### config.mk
export PLATFORM = sky130hd
export DESIGN_NAME = ex_mem_pipe
export DESIGN_NICKNAME = d
export VERILOG_FILES = /design/src/rtl/ex_mem_pipe.sv
export SDC_FILE = /design/constraint.sdc
export NUM_CORES = 1
export LEC_CHECK = 0
export ABC_AREA = 1
export ABC_CLOCK_PERIOD_IN_PS = 1200
export BUFFER_PORTS_ARGS = -buffer_cell sky130_fd_sc_hd__clkbuf_2
export CORE_MARGIN = 1
export CORE_UTILIZATION = 47
export CTS_BUF_LIST = sky130_fd_sc_hd__clkbuf_16
export DETAILED_ROUTE_END_ITERATION = 10
export PLACE_DENSITY = 0.79
export SLEW_MARGIN = 20
export SYNTH_ARGS = -nofsm -noshare
export SYNTH_HDL_FRONTEND = slang
export SYNTH_SLANG_ARGS = --single-unit
### constraint.sdc
create_clock -name clk -period 1.2 [get_ports clk]
set_input_delay 0.06 -clock clk [delete_from_list [all_inputs] [get_ports clk]]
set_output_delay 0.06 -clock clk [all_outputs]
set_load 0.02 [all_outputs]
### src/rtl/ex_mem_pipe.sv
// EX->MEM pipeline stage with valid/ready handshake, halt (freeze) and flush (kill).
// Define EX_MEM_SKID_EN for a two-entry main+skid stage whose in_ready is registered.
module ex_mem_pipe #(
    parameter int DATA_W  = 32,
    parameter int RADDR_W = 5
) (
    input  logic               clk,
    input  logic               rst,
    input  logic               halt,
    input  logic               flush,
    input  logic               in_valid,
    output logic               in_ready,
    input  logic [RADDR_W-1:0] ex_wd,
    input  logic               ex_wreg,
    input  logic [DATA_W-1:0]  ex_wdata,
    output logic               out_valid,
    input  logic               out_ready,
    output logic [RADDR_W-1:0] mem_wd,
    output logic               mem_wreg,
    output logic [DATA_W-1:0]  mem_wdata,
    output logic [1:0]         occupancy
);

    // Main entry: the one presented to MEM.
    logic               vld_p0;
    logic [RADDR_W-1:0] wd_p0;
    logic               wreg_p0;
    logic [DATA_W-1:0]  wdata_p0;

    logic               vld_p0_nx;
    logic [RADDR_W-1:0] wd_p0_nx;
    logic               wreg_p0_nx;
    logic [DATA_W-1:0]  wdata_p0_nx;

    logic acc;
    logic rel;

    // in_ready already carries !halt; flush must still block capture.
    assign acc = in_valid && in_ready && !flush;
    assign rel = vld_p0 && out_ready && !halt;

`ifdef EX_MEM_SKID_EN
    // Skid entry: catches the beat that was in flight when MEM stalled.
    logic               vld_p1;
    logic [RADDR_W-1:0] wd_p1;
    logic               wreg_p1;
    logic [DATA_W-1:0]  wdata_p1;

    logic               vld_p1_nx;
    logic [RADDR_W-1:0] wd_p1_nx;
    logic               wreg_p1_nx;
    logic [DATA_W-1:0]  wdata_p1_nx;

    logic ready_q;

    always_comb begin
        vld_p0_nx   = vld_p0;
        wd_p0_nx    = wd_p0;
        wreg_p0_nx  = wreg_p0;
        wdata_p0_nx = wdata_p0;
        vld_p1_nx   = vld_p1;
        wd_p1_nx    = wd_p1;
        wreg_p1_nx  = wreg_p1;
        wdata_p1_nx = wdata_p1;
        if (flush) begin
            vld_p0_nx = 1'b0;
            vld_p1_nx = 1'b0;
        end else begin
            if (rel) begin
                if (vld_p1) begin
                    vld_p0_nx   = 1'b1;
                    wd_p0_nx    = wd_p1;
                    wreg_p0_nx  = wreg_p1;
                    wdata_p0_nx = wdata_p1;
                    vld_p1_nx   = 1'b0;
                end else begin
                    vld_p0_nx = 1'b0;
                end
            end
            if (acc) begin
                if (!vld_p0_nx) begin
                    vld_p0_nx   = 1'b1;
                    wd_p0_nx    = ex_wd;
                    wreg_p0_nx  = ex_wreg;
                    wdata_p0_nx = ex_wdata;
                end else begin
                    vld_p1_nx   = 1'b1;
                    wd_p1_nx    = ex_wd;
                    wreg_p1_nx  = ex_wreg;
                    wdata_p1_nx = ex_wdata;
                end
            end
        end
    end

    // Skid register stage boundary; ready_q mirrors "skid will be empty".
    always_ff @(posedge clk or negedge rst) begin
        if (!rst) begin
            vld_p1   <= 1'b0;
            wd_p1    <= '0;
            wreg_p1  <= 1'b0;
            wdata_p1 <= '0;
            ready_q  <= 1'b0;
        end else begin
            vld_p1   <= vld_p1_nx;
            wd_p1    <= wd_p1_nx;
            wreg_p1  <= wreg_p1_nx;
            wdata_p1 <= wdata_p1_nx;
            ready_q  <= !vld_p1_nx;
        end
    end

    assign in_ready  = ready_q && !halt;
    assign occupancy = {vld_p0 & vld_p1, vld_p0 ^ vld_p1};
`else
    // Held low through reset and until the first edge after release.
    logic rst_done;

    always_comb begin
        vld_p0_nx   = vld_p0;
        wd_p0_nx    = wd_p0;
        wreg_p0_nx  = wreg_p0;
        wdata_p0_nx = wdata_p0;
        if (flush) begin
            vld_p0_nx = 1'b0;
        end else if (acc) begin
            vld_p0_nx   = 1'b1;
            wd_p0_nx    = ex_wd;
            wreg_p0_nx  = ex_wreg;
            wdata_p0_nx = ex_wdata;
        end else if (rel) begin
            vld_p0_nx = 1'b0;
        end
    end

    always_ff @(posedge clk or negedge rst) begin
        if (!rst) begin
            rst_done <= 1'b0;
        end else begin
            rst_done <= 1'b1;
        end
    end

    assign in_ready  = rst_done && (!vld_p0 || out_ready) && !halt;
    assign occupancy = {1'b0, vld_p0};
`endif

    // Main register stage boundary.
    always_ff @(posedge clk or negedge rst) begin
        if (!rst) begin
            vld_p0   <= 1'b0;
            wd_p0    <= '0;
            wreg_p0  <= 1'b0;
            wdata_p0 <= '0;
        end else begin
            vld_p0   <= vld_p0_nx;
            wd_p0    <= wd_p0_nx;
            wreg_p0  <= wreg_p0_nx;
            wdata_p0 <= wdata_p0_nx;
        end
    end

    // Stale payload never leaks to MEM: everything reads zero without a valid entry.
    assign out_valid = vld_p0;
    assign mem_wd    = vld_p0 ? wd_p0    : '0;
    assign mem_wreg  = vld_p0 && wreg_p0;
    assign mem_wdata = vld_p0 ? wdata_p0 : '0;

endmodule

Word level (Yosys, flattened, before mapping)
Cells that the tools add are included.
{"block": "word_totals", "regBits": 40, "output_inout_bits": 42, "inputBits": 44}
{"block": "classes", "n_reduce_logical": 13, "bitwise": 1, "mux": 5}
{"cell": "2-to-1 mux 32 bit", "count": 1}
{"cell": "logical AND 1 bit", "count": 7}
{"cell": "2-to-1 mux 5 bit", "count": 1}
{"cell": "logical NOT 1 bit", "count": 3}
{"cell": "2-to-1 mux 1 bit", "count": 3}
{"cell": "nonzero test 3 bit", "count": 1}
{"cell": "AND reduction 2 bit", "count": 1}
{"cell": "logical OR 1 bit", "count": 1}
{"cell": "NOT 1 bit", "count": 1}

Depth between registers and ports, before layout
{"block": "logic_depth", "ltp_word": 8, "ltp_mapped": 7, "ltp_nobuf": 5}

Worst setup path after synthesis
OpenSTA, ideal clock, no wires.
{"block": "synth_timing", "kind": "register to register", "startpoint": "reg vld_p0, in the netlist out_valid", "endpoint": "reg wdata_p0[10]", "setup_time_ns": 0.117, "period_less_slack_ns": 1.213, "required_ns": 1.083, "stages_incl_launch_ff": 7, "path_slack_ns": -0.013, "path_buffers": 2, "arrival_time_ns": 1.096, "cell_sequence": "dfrtp_1 nand2_1 nand3_1 buf_4 buf_6 nand2_1 nand2_1"}
{"block": "synth_via", "elab_chain_cells": 7}
{"element": "from (decl)", "line_no": "25", "rtl": "logic vld_p0;"}
{"element": "from (signal assigned)", "line_no": "156", "rtl": "vld_p0 <= vld_p0_nx;"}
{"element": "logical NOT 1 bit", "line_no": "144", "rtl": "assign in_ready = rst_done && (!vld_p0 || out_ready) && !halt;"}
{"element": "logical OR 1 bit", "line_no": "144"}
{"element": "logical AND 1 bit (2 in series)", "line_no": "144"}
{"element": "logical AND 1 bit (2 in series)", "line_no": "39", "rtl": "assign acc = in_valid && in_ready && !flush;"}
{"element": "AND reduction 2 bit (no source line)"}
{"element": "to (signal assigned)", "line_no": "159", "rtl": "wdata_p0 <= wdata_p0_nx;"}
{"element": "to (decl)", "line_no": "28", "rtl": "logic [DATA_W-1:0] wdata_p0;"}
No other way between the ends.
A chain may end at the register's enable or synchronous reset.

Final worst setup path
{"block": "layout_timing", "startpoint": "reg vld_p0, in the netlist out_valid", "endpoint": "reg wdata_p0[14]"}
The elaborated chain is that of the path after synthesis.

==> key figures <==
Worst setup path
  – Worst Setup SP: out_valid
  – Reg-to-reg critical path endpoint: wdata_p0[14]
  – Reg2reg path depth: 6
  – Worst Path Max Fanout: 11
  – R2r setup slk: -0.11 ns
  – CP delay by family, top: flip-flops
  – Reg2Reg Launch Point: out_valid
  – Most common cell on crit path: nand2_1
  – CP peak stage delay: 0.45 ns
  – Worst Setup Path Type: flip-flop to flip-flop
  – Bufs and invs on worst path: 2
  – Setup crit start kind: flip-flop
  – Crit. End Element: flip-flop
  – Worst path depth: 6
  – CP arrival: 1.48 ns
  – CP max-delay cell: dfrtp_2
  – CP cell instances: nand2_4 -> buf_6 -> nand3_4 -> clkbuf_16 -> nand2_1 -> nand2_1
  – Worst Setup EP: wdata_p0[14]
  – Critical Path RT: 1.36 ns

Status
  – Status: finished with violations
  – Failing checks: negative setup slack

GRT
  – Antenna violations before repair: 0
  – Gr ovfl total: 0
  – Vias in the first global route: 1728
  – First-pass GRT wire length: 7890 um
  – Total GRT Usage: 0.243
  – Maximum number of pins on one net before global-route repair: 29

Clocking
  – CTS tree: yes
  – CTS clk-pin slew, worst paths: 0.05 ns
  – Bufs on Longest Clock Path: 2
  – TritonCTS sink count: 40
  – Cts bufs inserted: 5
  – CTS HTree Levels: 2
  – CTS root buf: clkbuf_16
  – Clk_lat worst skew: 0.28 ns

Power
  – Max VDD drop: 0.909 mV
  – P_sw: 1.13 mW
  – Internal: 2.74 mW
  – Power Density: 1210 nW/um^2
  – Clock share of power: 0.313
  – Reg power frac: 0.473
  – P_leak: 1.93 nW
  – Sw frac: 0.292
  – Power share of the combinational group: 0.213

Min path
  – Worst Hold Class: input pin to flip-flop

Synthesis
  – Cells after Synth: 265
  – Ys Warns: 0
  – Synth Cell Area: 1990 sq um
  – Yosys cell types: 13
  – Sequential fraction of the synthesis area: 0.503
  – Synth area leader: dfrtp_1
  – Syn Area/Cell: 7.51 sq um
  – Syn Nets: 309
  – #FFs+latches synth: 40
  – Yosys top cell area share: 0.503
  – Top cells by area, synth: dfrtp_1, nand2_1, nand4_1

Finish
  – FILL cells: 252
  – Multi-input combinational cell area: 921 sq um
  – Layout area overhead: 61.0%
  – Fin nets: 398
  – N_diodes: 0
  – Non-Filler Instances: 403
  – Storage element area: 1000 sq um
  – Final cell utilization of the core: 0.796
  – Fraction of layout cells with a size suffix above 1: 0.448
  – Final instance area: 3210 sq um

Detailed routing
  – Detailed Routing Iterations Pass 1: 4
  – Vias/cell: 5.27
  – Via Count: 2125
  – Routed wire length: 5990 um
  – DR WL/cell: 14.9 um
  – Drt drc: 0
  – Remaining antenna violation count after routing: 0
  – Iter 0 DRT Violations: 199

Floorplan
  – FP Rows: 23
  – Die Y: 67.1 um
  – Initial core utilization: 0.494
  – Core ar.: 4030 sq um
  – # IOs: 86
  – Die area: 4500 sq um
  – Die Wd: 67.1 um

STA
  – Setup violators final: 77
  – RSZ-0062 raised after global routing: yes
  – Max Freq: 762 MHz
  – Clk_skew: 0.00410 ns
  – Final min period: 1.31 ns
  – Final Hold Slack: 0.0112 ns
  – Max-slew violations: 0
  – Final Cycle Share: 1.09
  – Setup ws final: -0.112 ns
  – Hold Vio Cnt, Final: 0

Placed design
  – Port bufs: 84
  – DP Worst Slack: 0.0540 ns
  – Dpl cells: 389
  – Routability cong.: 0.731
  – Placed Instance Area: 2450 sq um
  – DP HPWL: 3220 um

Job
  – Max-Cap Viols: 0
==> cell usage in the layout, fill, tap and decap left out, drive strengths merged <==
| cell type | netlist | final |
|---|---|---|
| nand2 | 116 | 116 |
| dfrtp | 40 | 40 |
| nand4 | 38 | 38 |
| conb | 2 | 2 |
| dlygate4sd3 | 0 | 1 |
| nor2 | 3 | 3 |
| inv | 41 | 42 |
| buf | 18 | 19 |
| clkbuf | 4 | 89 |
| nand3 | 1 | 1 |
| o21ai | 2 | 2 |
==> how the worst min path moves through the flow <==
stage	startpoint	end	slack, ns	cells after the start
after floorplan	rst	out_valid	-0.24	0
after global placement	rst	wdata_p0[19]	-0.02	1
after detailed placement	rst	wdata_p0[19]	-0.02	1
after CTS	ex_wdata[27]	wdata_p0[27]	0.01	3
after global routing	flush	out_valid	0.01	2
final	flush	out_valid	0.01	2
==> metrics by stage <==
step	setup TNS [ns]	power (mW)
finish	-2.69	3.87
global route	-6.43	4.04
CTS	-0.907	3.65
detailed placement	0	2.35
global placement	0	2.33
floorplan	0	2.11
==> power by group through the flow <==
| stage | combinational [mW] | clock [mW] | sequential (mW) |
|---|---|---|---|
| 2_1_floorplan | 0.377 | 0 | 1.73 |
| 3_3_place_gp | 0.566 | 0 | 1.76 |
| 3_5_place_dp | 0.587 | 0 | 1.77 |
| 4_1_cts | 0.655 | 1.24 | 1.75 |
| 5_1_grt | 0.907 | 1.28 | 1.85 |
| 6_report | 0.826 | 1.21 | 1.83 |
==> timing repair <==
action | 4_1_cts | 5_1_grt
gates cloned | 0 | 4
setup endpoints to repair | 29 | 78
buffers inserted | 2 | 1
hold buffers | 1 | 0
pin swaps | 2 | 1
gates resized for setup | 56 | 74
endpoints found under the hold margin | 13 | 0
==> worst register-to-register path: cells and delay by family (launching register included) <==
family	cells	cell delay [ns]
DFF	1	0.45
and+or+nand+nor	4	0.41
buffers and inverters	2	0.34
==> registers in the layout (all words and copies together), names as in the netlist <==
| name | flops |
|---|---|
| wd_p0 | 5 |
| wdata_p0 | 32 |
| rst_done | 1 |
| wreg_p0 | 1 |
| out_valid | 1 |
==> cell families after synthesis <==
kind of cell	count (synthesis)	synth area share
buffers and inverters	63	0.140
and+or+nand+nor	158	0.349
other	2	0.00377
AOI/OAI and AO/OA	2	0.00503
DFF	40	0.503
==> routing by layer <==
| layer | share of wire | track usage |
|---|---|---|
| met1 | 0.39 | 0.289 |
| met2 | 0.50 | 0.406 |
| met3 | 0.076 | 0.0634 |
| met4 | 0.027 | 0.109 |
| met5 | 0 | 0 |
==> Yosys cell counts <==
cell,instances
buf_2,12
nand2_1,116
clkbuf_1,4
nand4_1,38
o21ai_0,2
dfrtp_1,40
nand3_1,1
nor2_2,2
buf_4,5
inv_1,41
nor2_1,1
buf_6,1
conb_1,2
==> area by class of cell <==
class / instances / share of cell area
clock buffer: 5 / 0.0390
clock inverter: 1 / 0.00117
inverter: 41 / 0.0480
multi-input combinational: 162 / 0.287
sequential: 40 / 0.313
tap: 50 / 0.0195
timing repair buffer: 104 / 0.292
Note: power is estimated with default switching activity, not from simulation.
